## config.mk

```make
export PLATFORM = sky130hd
export DESIGN_NAME = load_cell_monitor
export DESIGN_NICKNAME = d
export VERILOG_FILES = /design/src/rtl/load_cell_monitor.sv
export SDC_FILE = /design/constraint.sdc
export NUM_CORES = 1
export LEC_CHECK = 0
export CORE_MARGIN = 8
export CORE_UTILIZATION = 50
export CTS_BUF_LIST = sky130_fd_sc_hd__clkbuf_8
export DETAILED_ROUTE_END_ITERATION = 16
export PLACE_DENSITY = 0.68
export SLEW_MARGIN = 20
export SYNTH_ARGS = -nofsm -noshare
export SYNTH_HDL_FRONTEND = slang
export SYNTH_SLANG_ARGS = --single-unit
```

## constraint.sdc

```tcl
create_clock -name clk -period 9 [get_ports clk]
set_clock_uncertainty 0.2 [all_clocks]
set_input_delay 1.8 -clock clk [delete_from_list [all_inputs] [get_ports clk]]
set_output_delay 1.8 -clock clk [all_outputs]
set_load 0.01 [all_outputs]
```

## src/rtl/load_cell_monitor.sv

```systemverilog
// load_cell_monitor: producer side of the steering-enable interface.
// Filters left/right load-cell readings, derives rider-weight and balance
// flags with hysteresis, and owns the 1.3 s qualification timer.
// Optional build macro FAST_SIM_EN: shortens the timer terminal count to 4096.
module load_cell_monitor #(
  parameter int unsigned       LC_W             = 12,
  parameter logic [12:0]       MIN_RIDER_WEIGHT = 13'h0200,
  parameter logic [12:0]       HYSTERESIS       = 13'h0040,
  parameter int unsigned       TMR_W            = 26,
  parameter logic [TMR_W-1:0]  TMR_FULL_CNT     = 26'd65_000_000
) (
  input  logic            clk,
  input  logic            rst_n,
  input  logic            vld,
  input  logic [LC_W-1:0] lft_ld,
  input  logic [LC_W-1:0] rght_ld,
  input  logic            clr_tmr,
  output logic            sum_gt_min,
  output logic            sum_lt_min,
  output logic            diff_gt_1_4,
  output logic            diff_gt_15_16,
  output logic            tmr_full
);

  localparam int unsigned SUM_W = LC_W + 1;
  localparam int unsigned ACC_W = LC_W + 2;

  localparam logic [SUM_W-1:0] SUM_HI = SUM_W'(MIN_RIDER_WEIGHT + HYSTERESIS);
  localparam logic [SUM_W-1:0] SUM_LO = SUM_W'(MIN_RIDER_WEIGHT - HYSTERESIS);

`ifdef FAST_SIM_EN
  localparam logic [TMR_W-1:0] TERM_CNT = TMR_W'(4096);
`else
  localparam logic [TMR_W-1:0] TERM_CNT = TMR_FULL_CNT;
`endif

  logic [ACC_W-1:0] acc_l, acc_r;
  logic [ACC_W-1:0] acc_l_nxt, acc_r_nxt;
  logic             primed;
  logic             upd;

  logic [LC_W-1:0]  filt_l, filt_r;
  logic [SUM_W-1:0] sum, q, f;
  logic [LC_W-1:0]  diff;

  logic [TMR_W-1:0] cnt;

  // Next accumulator values: load on first sample, leaky integrate afterwards
  always_comb begin
    acc_l_nxt = acc_l;
    acc_r_nxt = acc_r;
    if (primed) begin
      acc_l_nxt = (acc_l - (acc_l >> 2)) + {2'b00, lft_ld};
      acc_r_nxt = (acc_r - (acc_r >> 2)) + {2'b00, rght_ld};
    end else begin
      acc_l_nxt = {lft_ld, 2'b00};
      acc_r_nxt = {rght_ld, 2'b00};
    end
  end

  // Filter state and the one-cycle-delayed flag update strobe
  always_ff @(posedge clk or negedge rst_n) begin
    if (!rst_n) begin
      acc_l  <= '0;
      acc_r  <= '0;
      primed <= 1'b0;
      upd    <= 1'b0;
    end else begin
      upd <= vld;
      if (vld) begin
        acc_l  <= acc_l_nxt;
        acc_r  <= acc_r_nxt;
        primed <= 1'b1;
      end
    end
  end

  // Filtered sum, absolute difference and the two balance thresholds
  always_comb begin
    filt_l = acc_l[ACC_W-1:2];
    filt_r = acc_r[ACC_W-1:2];
    sum    = {1'b0, filt_l} + {1'b0, filt_r};
    diff   = (filt_l >= filt_r) ? (filt_l - filt_r) : (filt_r - filt_l);
    q      = sum >> 2;
    f      = sum - (sum >> 4);
  end

  // Comparator flags, refreshed only on the cycle after a sample
  always_ff @(posedge clk or negedge rst_n) begin
    if (!rst_n) begin
      sum_gt_min    <= 1'b0;
      sum_lt_min    <= 1'b1;
      diff_gt_1_4   <= 1'b0;
      diff_gt_15_16 <= 1'b0;
    end else if (upd) begin
      sum_gt_min    <= (sum > SUM_HI);
      sum_lt_min    <= (sum < SUM_LO);
      diff_gt_1_4   <= ({1'b0, diff} > q);
      diff_gt_15_16 <= ({1'b0, diff} > f);
    end
  end

  // Qualification timer: clear beats saturate beats increment
  always_ff @(posedge clk or negedge rst_n) begin
    if (!rst_n) begin
      cnt <= '0;
    end else if (clr_tmr) begin
      cnt <= '0;
    end else if (cnt != TERM_CNT) begin
      cnt <= cnt + 1'b1;
    end
  end

  assign tmr_full = (cnt == TERM_CNT);

endmodule
```

==> metrics.cfg, run 1 <==
[setup_path]
path_buf_inv=2
cp-start-kind=register
path_cells=inv_1, fa_1, o21ba_2, nor2_1, nor2_1, xnor2_1, inv_1, ha_1, fa_1, nor2b_1, or3b_1, mux2i_1, o2111ai_1, a2111oi_2, or2_1, xnor2_1, ha_1, nand2_1, o21ai_0, a21oi_1, a221oi_1, nand4_1, o211ai_1
critPathMaxStageDelay_ps=510
path_delay_family=compound AO/OA/AOI/OAI gates
required_ps=9080
crit_fanout=6
critical_path_class=reg -> reg
worst_path_max_delay_cell=dfrtp_1
cp.arrival_ps=5900
end_kind=register

[drt]
top_layer=met4
vias_per_cell=5.600
wl_um=16710
vias=6177
firstDrtPassIters=4
ant_nets=0
m1WireLength_um=8593
route.met3.wl_um=552
routedWlPerCell_um=15.15
drc_errors=0
drtIter0Drc=373
route.met2.wl_um=7270

[clock_network]
cts_sinks=60
cts_inserted_buffers=9
cts_setup_buffers=0
cts_root_buf=clkbuf_8
cts_max_path_buffers=2
cts_resized=0
clk_pin_slew_ps=70
htree_levels=3
clkLatencyLatePin_ps=360
hold_buffers=0
cts_tree=yes

[synthesis]
syn_inst=896
synth_area_leader_cell=dfrtp_1
synth_cell_types=81
yosysWarnings=0
ys_seq_area_share_pct=20.02
synthTopCellsByCount=130 x inv_1, 94 x ha_1, 72 x nor2_1
synth-seq-cells=60
synth_top_area_share_pct=19.67
syn_nets=1046
avgSynthCellArea_sq_um=8.377
synth.most_common_cell=inv_1
async_flop_share_pct=100.0
synth_ff_type=dfrtp_1
synth_edf_count=0
synthTopCellsByArea=dfrtp_1 20%, ha_1 16%, fa_1 7.5%
syn_area_sq_mm=0.007506

[layout]
layout.nets=1064
area_growth_pct=8.268
diodes=0
n_fill_cell=1392
drive_above_1_share_pct=5.005

[placed_design]
port_buffers=32
place_hpwl_um=13410
place_ws_ps=3192
gp_congestion=0.8451

[timing]
finalWorstSetupSlack_ps=3179
setup_violations=0
hold_ws_ps=317.7
slew_headroom_pct=25.82
final_max_slew_viol_count=0
rsz0062_at_grt=no
fmax_mhz=171.8
period_minus_slack_ps=5821
finalHoldViolCount=0
setup_tns_ps=0
worst_slew_pin_slew_ps=1103
final.period_utilization_pct=64.68

[global_routing]
antenna_found_initial=0
grt_use_total_pct=17.52
grt_first_pass_wirelength_um=28600
overflow=0
grt_pass1_vias=5923
grt_max_degree=61

[floorplanning]
die_h_um=138.5
die-area_sq_mm=0.01919
ios=33
row_count=44
core_sq_mm=0.01459
chipWidth_um=138.5
start_util_pct=51.45

[flow_run]
drv_cap=0

[hold_path]
hold_path_class=reg -> reg

[outcome]
status=finished, final reports clean

-- path summary, 6_finish.rpt --
check	startpoint	to	slack (ps)	depth (start not counted)
min in group asynchronous	rst_n	acc_r[1]	1380	2
max in group asynchronous	rst_n	diff_gt_15_16	6670	2
hold reg to reg	diff_gt_15_16	diff_gt_15_16	320	2
hold / removal	diff_gt_15_16	diff_gt_15_16	320	2
setup / recovery	acc_r[3]	diff_gt_15_16	3180	23
setup reg to reg	acc_r[3]	diff_gt_15_16	3180	23
-- layout make-up --
class,instances,area (sq um),share of cell area [%]
Timing Repair Buffer,35,332.8,4.095
Multi-Input combinational cell,676,5373,66.11
Inverter,132,495.5,6.097
Sequential cell,60,1503,18.49
Clock buffer,9,123.9,1.524
Tap cell,184,230.2,2.833
Clock inverter,7,68.82,0.8468
-- flip-flops by register name, indices dropped and copies added (netlist names) --
register	cells
primed	1
diff_gt_15_16	1
acc_r	14
upd	1
sum_gt_min	1
sum_lt_min	1
diff_gt_1_4	1
acc_l	14
cnt	26
-- per-stage QoR --
stage | util [%] | std cells | cell area, sq um
after floorplan | - | 896 | 7506
after global placement | 54.38 | 1087 | 7934
after detailed placement | 54.38 | 1087 | 7934
after CTS | 55.70 | 1103 | 8127
after global routing | 55.70 | 1103 | 8127
final | 55.70 | 1103 | 8127
-- kinds of logic (layout without fill, tap and decap cells) --
logic type      count (synthesis)  in the layout  share of synthesized area (%)
simple gates                  251            251                          17.42
flops                          60             60                          20.02
fa+ha+maj                     122            122                          23.14
mux                            25             25                          3.351
compound gates                206            206                          18.84
buf+inv                       160            183                          8.401
xor+xnor                       72             72                          8.835
-- worst register-to-register path, delay by kind of cell (launching register included) --
family                     cells  cell delay (ps)
xor gates and xnor gates       2              320
buffers and inverters          2              340
adders and majority gates      4             1450
AOI/OAI and AO/OA              7             1730
muxes                          1              170
and+or+nand+nor                7             1040
DFF                            1              510
-- cell usage in the layout (no fill, tap or decap), types with 7 or more instances in the layout --
cell type	n
nand3_1	27
nor2b_1	7
nand2_1	36
dfrtp_1	59
and3_1	14
a21oi_1	65
nor3_1	12
nor4_1	8
o21ai_0	32
nand4_1	15
nor2_1	72
xor2_1	29
fa_1	28
clkdlybuf4s50_1	30
o21bai_1	12
inv_1	131
and2_1	10
nand2b_1	10
o211ai_1	10
mux2i_1	24
ha_1	94
clkbuf_8	9
o21a_1	9
or3_1	10
xnor2_1	41
a21o_1	14
-- per-layer routing --
layer	global-route usage, %	vias up
met5	0	-
met4	5.664	0
met3	2.877	19
met2	26.49	100
met1	24.77	2918
li1	-	3140
Power of run 1 is left out: the tool's default activity adds up to more than one toggle a clock period on the data nets, which glitch-free logic cannot reach.
==> run 2, diff against run 1 <==
Settings changed: PLACE_DENSITY 0.68 to 0.7.
Clock period 9 ns to 4.9 ns, I/O delays scaled along.
==> run 2 against run 1 <==
The run now ends with negative setup slack left. Worst setup slack worse by 3400 ps. Die area stayed put. Fmax is 14% higher. Sequential share of layout area is 1.1 points lower. Non-clock buffer count is 57 higher. Largest cell class unchanged. Wire length is 5.7% higher. First-iteration DRC count is 0.27% lower. Design area is 6.5% higher.
==> metrics.cfg, run 2 (synthesized netlist as in run 1, its figures left out) <==
[layout]
area_growth_pct=15.35
largest_reg_flops=26  ; unchanged
diodes=0  ; unchanged
final_common_cell=inv_1
layout.area.seq_sq_mm=0.001505  ; +0.17%
n_fill_cell=1290  ; -7.3%
multiInputGateArea_sq_mm=0.005483  ; +2.0%
drive_above_1_share_pct=13.01  ; +8.0 points
top_regs=cnt x26, acc_l x14, acc_r x14
mostFrequentLayoutCells=126 x inv_1, 92 x ha_1, 69 x nor2_1, 64 x a21oi_1, 60 x buf_4
largest_register=cnt
layout.nets=1121  ; +5.4%

[placed_design]
place_hpwl_um=14360  ; +7.1%
gp_congestion=0.9272  ; +9.7%
place_ws_ps=-227.4  ; -3419 ps
port_buffers=32  ; unchanged

[global_routing]
grt_max_degree=54  ; -11%
grt_use_total_pct=18.54  ; +1.0 points
grt_first_pass_wirelength_um=30080  ; +5.2%
overflow=0  ; unchanged
antenna_found_initial=0  ; unchanged
grt_pass1_vias=6304  ; +6.4%

[clock_network]
cts_tree=yes
htree_levels=3  ; unchanged
clk_pin_slew_ps=80  ; about the same
hold_buffers=0  ; unchanged
cts_inserted_buffers=9  ; unchanged
cts_max_path_buffers=2  ; unchanged
cts_sinks=60  ; unchanged
clkLatencyLatePin_ps=370  ; about the same
cts_root_buf=clkbuf_8

[timing]
final.period_utilization_pct=104.0  ; +39 points
worst_slew_pin_slew_ps=905.5  ; -197.0 ps
fmax_mhz=196.2  ; +14%
period_minus_slack_ps=5097  ; -723.7 ps
finalWorstSetupSlack_ps=-197.2  ; -3376 ps
final_max_slew_viol_count=0  ; unchanged
finalHoldViolCount=0  ; unchanged
setup_violations=1  ; +1
rsz0062_at_grt=yes
slew_headroom_pct=39.45  ; +14 points

[setup_path]
crit_start=acc_r[2]
regToRegStartpoint=acc_r[2]
end_kind=register
crit_fanout=3  ; -3
cp-start-kind=register
critical_path_class=reg -> reg
required_ps=4990  ; -4090 ps
cp.arrival_ps=5180  ; -720 ps

[drt]
vias=6420  ; +3.9%
wl_um=17660  ; +5.7%
drc_errors=0  ; unchanged
vias_per_cell=5.534  ; -1.2%
drtIter0Drc=372  ; -0.27%
routedWlPerCell_um=15.23  ; +0.49%
firstDrtPassIters=4  ; unchanged
ant_nets=0  ; unchanged

[outcome]
status=finished, violations left
violations=negative setup slack

[floorplanning]
die-area_sq_mm=0.01919  ; unchanged
ios=33  ; unchanged
core_sq_mm=0.01459  ; unchanged
chipWidth_um=138.5  ; unchanged
die_h_um=138.5  ; unchanged
row_count=44  ; unchanged
start_util_pct=51.45  ; unchanged

[flow_run]
drv_cap=0  ; unchanged

[hold_path]
min_from=sum_gt_min
hold_path_class=reg -> reg

==> run 2: path summary, 6_finish.rpt <==
check / endpoint / depth (start not counted) / slack, ps
min in group asynchronous: primed / 1 / 380
min reg2reg: sum_gt_min / 2 / 320
max reg2reg: diff_gt_15_16 / 24 / -200
min: sum_gt_min / 2 / 320
max in group asynchronous: sum_lt_min / 2 / 3210
max: diff_gt_15_16 / 24 / -200
==> run 2: worst max-delay path, cell delays in order, from the launching register on <==
cell       delay (ps)
dfrtp_1           360
ha_2              190
inv_2              40
fa_2              360
o21ba_4           210
nor2_4             70
nor2_2             50
xnor2_2           160
inv_2              70
ha_4              170
fa_2              360
nor2b_1           130
or3b_4            390
mux2i_2           190
o2111ai_2         220
a2111oi_4         410
or2_1             180
xnor2_1            80
ha_1              310
nand2_2            90
nor2_2             50
buf_4             130
a221oi_4          290
nand4_1           120
o211ai_1          190
==> run 2: cell type report <==
type	count	share of cell area (%)
Multi-Input combinational cell	676	63.32
Sequential cell	60	17.38
Timing Repair Buffer	92	8.786
Inverter	132	5.723
Tap cell	184	2.659
Clock buffer	10	1.590
Clock inverter	6	0.5347
==> run 2: per-stage QoR <==
| step | instance area, sq um | std cells | utilization (%) | hold WS, ps | TNS [ps] |
|---|---|---|---|---|---|
| 6_report | 8658 | 1160 | 59.35 | 317.4 | -197.2 |
| 3_3_place_gp | 8357 | 1140 | 57.28 | 300.1 | -64.03 |
| 4_1_cts | 8564 | 1157 | 58.71 | 323.0 | -176.1 |
| 3_5_place_dp | 8357 | 1140 | 57.28 | 304.9 | -227.4 |
| 2_1_floorplan | 7531 | 896 | - | 297.1 | 0 |
| 5_1_grt | 8658 | 1160 | 59.35 | 349.9 | -517.5 |
==> run 2: what timing repair did <==
action	in CTS	in global routing
gates resized for setup	3	16
hold endpoints to repair	0	0
pin swaps	2	16
setup buffers	1	3
setup endpoints to repair	1	1
==> run 2: per-layer routing <==
layer	vias up	GRT usage [%]	wire length [um]
li1	3247	-	-
met1	3054	26.29	8986
met2	107	28.60	7939
met3	12	2.774	564
met4	0	4.920	173
met5	-	0	0
Power of run 2 is left out for the same reason.
==> run 3, diff against run 2 <==
Settings changed: CTS_CLUSTER_DIAMETER set to 30, DONT_BUFFER_PORTS set to 1, PLACE_DENSITY 0.7 to not set, PLACE_DENSITY_LB_ADDON set to 0.12.
==> run 3 against run 2 <==
Highest routed layer unchanged. First-iteration DRC count fell by 12%. Utilization fell by 1.6 points. Worst setup slack lost 120 ps. Via count up 0.83%. Hold slack worse by 230 ps. Sequential share of layout area is 0.49 points higher. Die area stayed put. The flow still finishes with violations (negative setup slack).
==> metrics.cfg, run 3 (synthesized netlist as in run 1, its figures left out) <==
[placed_design]
gp_congestion=0.9275  ; about the same
place_hpwl_um=15040  ; +4.7%
port_buffers=0  ; -100%
postPlaceCellArea_sq_mm=0.008009  ; -4.2%
dpl.cell_count=1103  ; -3.2%

[timing]
period_minus_slack_ps=5212  ; +115.2 ps
slew_headroom_pct=60.03  ; +21 points
final_max_slew_viol_count=0  ; unchanged
finalWorstSetupSlack_ps=-312.4  ; -115.2 ps
setup_violations=1  ; unchanged
rsz0062_at_grt=yes
fmax_mhz=191.9  ; -2.2%
final.period_utilization_pct=106.4  ; +2.4 points
finalHoldViolCount=0  ; unchanged
worst_slew_pin_slew_ps=584.5  ; -321.0 ps

[drt]
ant_nets=0  ; unchanged
drc_errors=0  ; unchanged
wl_um=19140  ; +8.3%
routedWlPerCell_um=16.98  ; +12%
firstDrtPassIters=7  ; +3
drtIter0Drc=327  ; -12%
vias=6473  ; +0.83%
vias_per_cell=5.744  ; +3.8%

[layout]
mostFrequentLayoutCells=126 x inv_1, 90 x ha_1, 69 x nor2_1, 62 x a21oi_1, 59 x buf_4
finalNonFillerCells=1127  ; -2.8%
top_regs=cnt x26, acc_l x14, acc_r x14
multiInputGateArea_sq_mm=0.005524  ; +0.75%
diodes=0  ; unchanged
largest_reg_flops=26  ; unchanged
final_common_cell=inv_1
finalInstanceArea_sq_mm=0.008421  ; -2.7%
n_fill_cell=1318  ; +2.2%
largest_register=cnt
drive_above_1_share_pct=14.00  ; +0.99 points
layout.nets=1088  ; -2.9%
layout.area.seq_sq_mm=0.001505  ; unchanged
area_growth_pct=12.19

[floorplanning]
core_sq_mm=0.01459  ; unchanged
die-area_sq_mm=0.01919  ; unchanged
chipWidth_um=138.5  ; unchanged
ios=33  ; unchanged
start_util_pct=51.45  ; unchanged
row_count=44  ; unchanged
die_h_um=138.5  ; unchanged

[global_routing]
grt_use_total_pct=20.10  ; +1.6 points
antenna_found_initial=0  ; unchanged
grt_max_degree=61  ; +13%
overflow=0  ; unchanged
grt_pass1_vias=6584  ; +4.4%
grt_first_pass_wirelength_um=32170  ; +6.9%

[clock_network]
cts_sinks=60  ; unchanged
hold_buffers=0  ; unchanged
cts_tree=yes
cts_inserted_buffers=9  ; unchanged
cts_root_buf=clkbuf_8
cts_max_path_buffers=2  ; unchanged
clk_pin_slew_ps=90  ; about the same
clkLatencyLatePin_ps=380  ; about the same
htree_levels=3  ; unchanged

[setup_path]
end_kind=register
cp-start-kind=register
required_ps=4980  ; about the same
cp.arrival_ps=5300  ; +120 ps
critical_path_class=reg -> reg
regToRegStartpoint=acc_r[2]
crit_fanout=3  ; unchanged
r2r_setup_slack_ps=-310  ; -120 ps
r2r-end=diff_gt_15_16
r2r_cells=24  ; unchanged

[hold_path]
hold_path_class=in -> async

[outcome]
status=finished, violations left
violations=negative setup slack

[flow_run]
drv_cap=0  ; unchanged

[run 3: metrics by stage]
step                      TNS [ps]  setup WS (ps)  utilization [%]  hold slack (ps)
final                       -312.4         -312.4            57.72            90.08
after global routing        -617.3         -534.2            57.72            79.42
after CTS                   -259.6         -259.6            56.77            73.53
after detailed placement    -298.1         -298.1            54.90            327.3
after global placement      -46.38         -46.38            54.90            313.5
after floorplan                  0          1.466                -            297.1
[run 3: layout make-up]
| class | count | share of cell area, % |
|---|---|---|
| well taps | 184 | 2.734 |
| clock buffers | 9 | 1.471 |
| inverters | 132 | 5.884 |
| multi-input cells | 676 | 65.60 |
| clock inverters | 7 | 1.174 |
| flip-flops and latches | 60 | 17.88 |
| repair buffers | 59 | 5.260 |
[run 3: routing by layer]
metal	vias to the layer above	track usage [%]	share of wire, %
met5	-	0	0
met4	0	7.838	2.5
met3	36	3.048	4.5
met2	148	32.01	45
met1	3120	26.75	48
li1	3169	-	-
[run 3: what timing repair did]
action,4_1_cts,5_1_grt
pin swaps,10,20
setup buffers,3,5
setup endpoints to repair,1,2
gates resized for setup,7,21
[run 3: worst max-delay path by stage]
stage / endpoint / start / slack [ps]
floorplan: diff_gt_15_16 / acc_l[2] / 1
global placement: diff_gt_15_16 / acc_l[2] / -50
detailed placement: diff_gt_15_16 / acc_r[2] / -300
CTS: diff_gt_15_16 / acc_l[2] / -260
global route: diff_gt_15_16 / acc_r[2] / -530
finish: diff_gt_15_16 / acc_r[2] / -310
[run 3: critical path, cell delays in order (launching register included)]
cell	delay [ps]
dfrtp_1	370
ha_2	200
inv_2	40
fa_2	360
o21ba_4	220
nor2_4	80
nor2_2	60
xnor2_2	180
inv_2	80
ha_4	170
fa_2	370
nor2b_2	150
or3b_4	390
mux2i_2	190
o2111ai_2	180
a2111oi_4	350
or2_1	210
xnor2_2	100
ha_4	300
nand2_4	60
o21ai_2	160
a21oi_2	90
a221oi_2	300
nand4_1	130
o211ai_1	180
Power of run 3 is left out for the same reason.
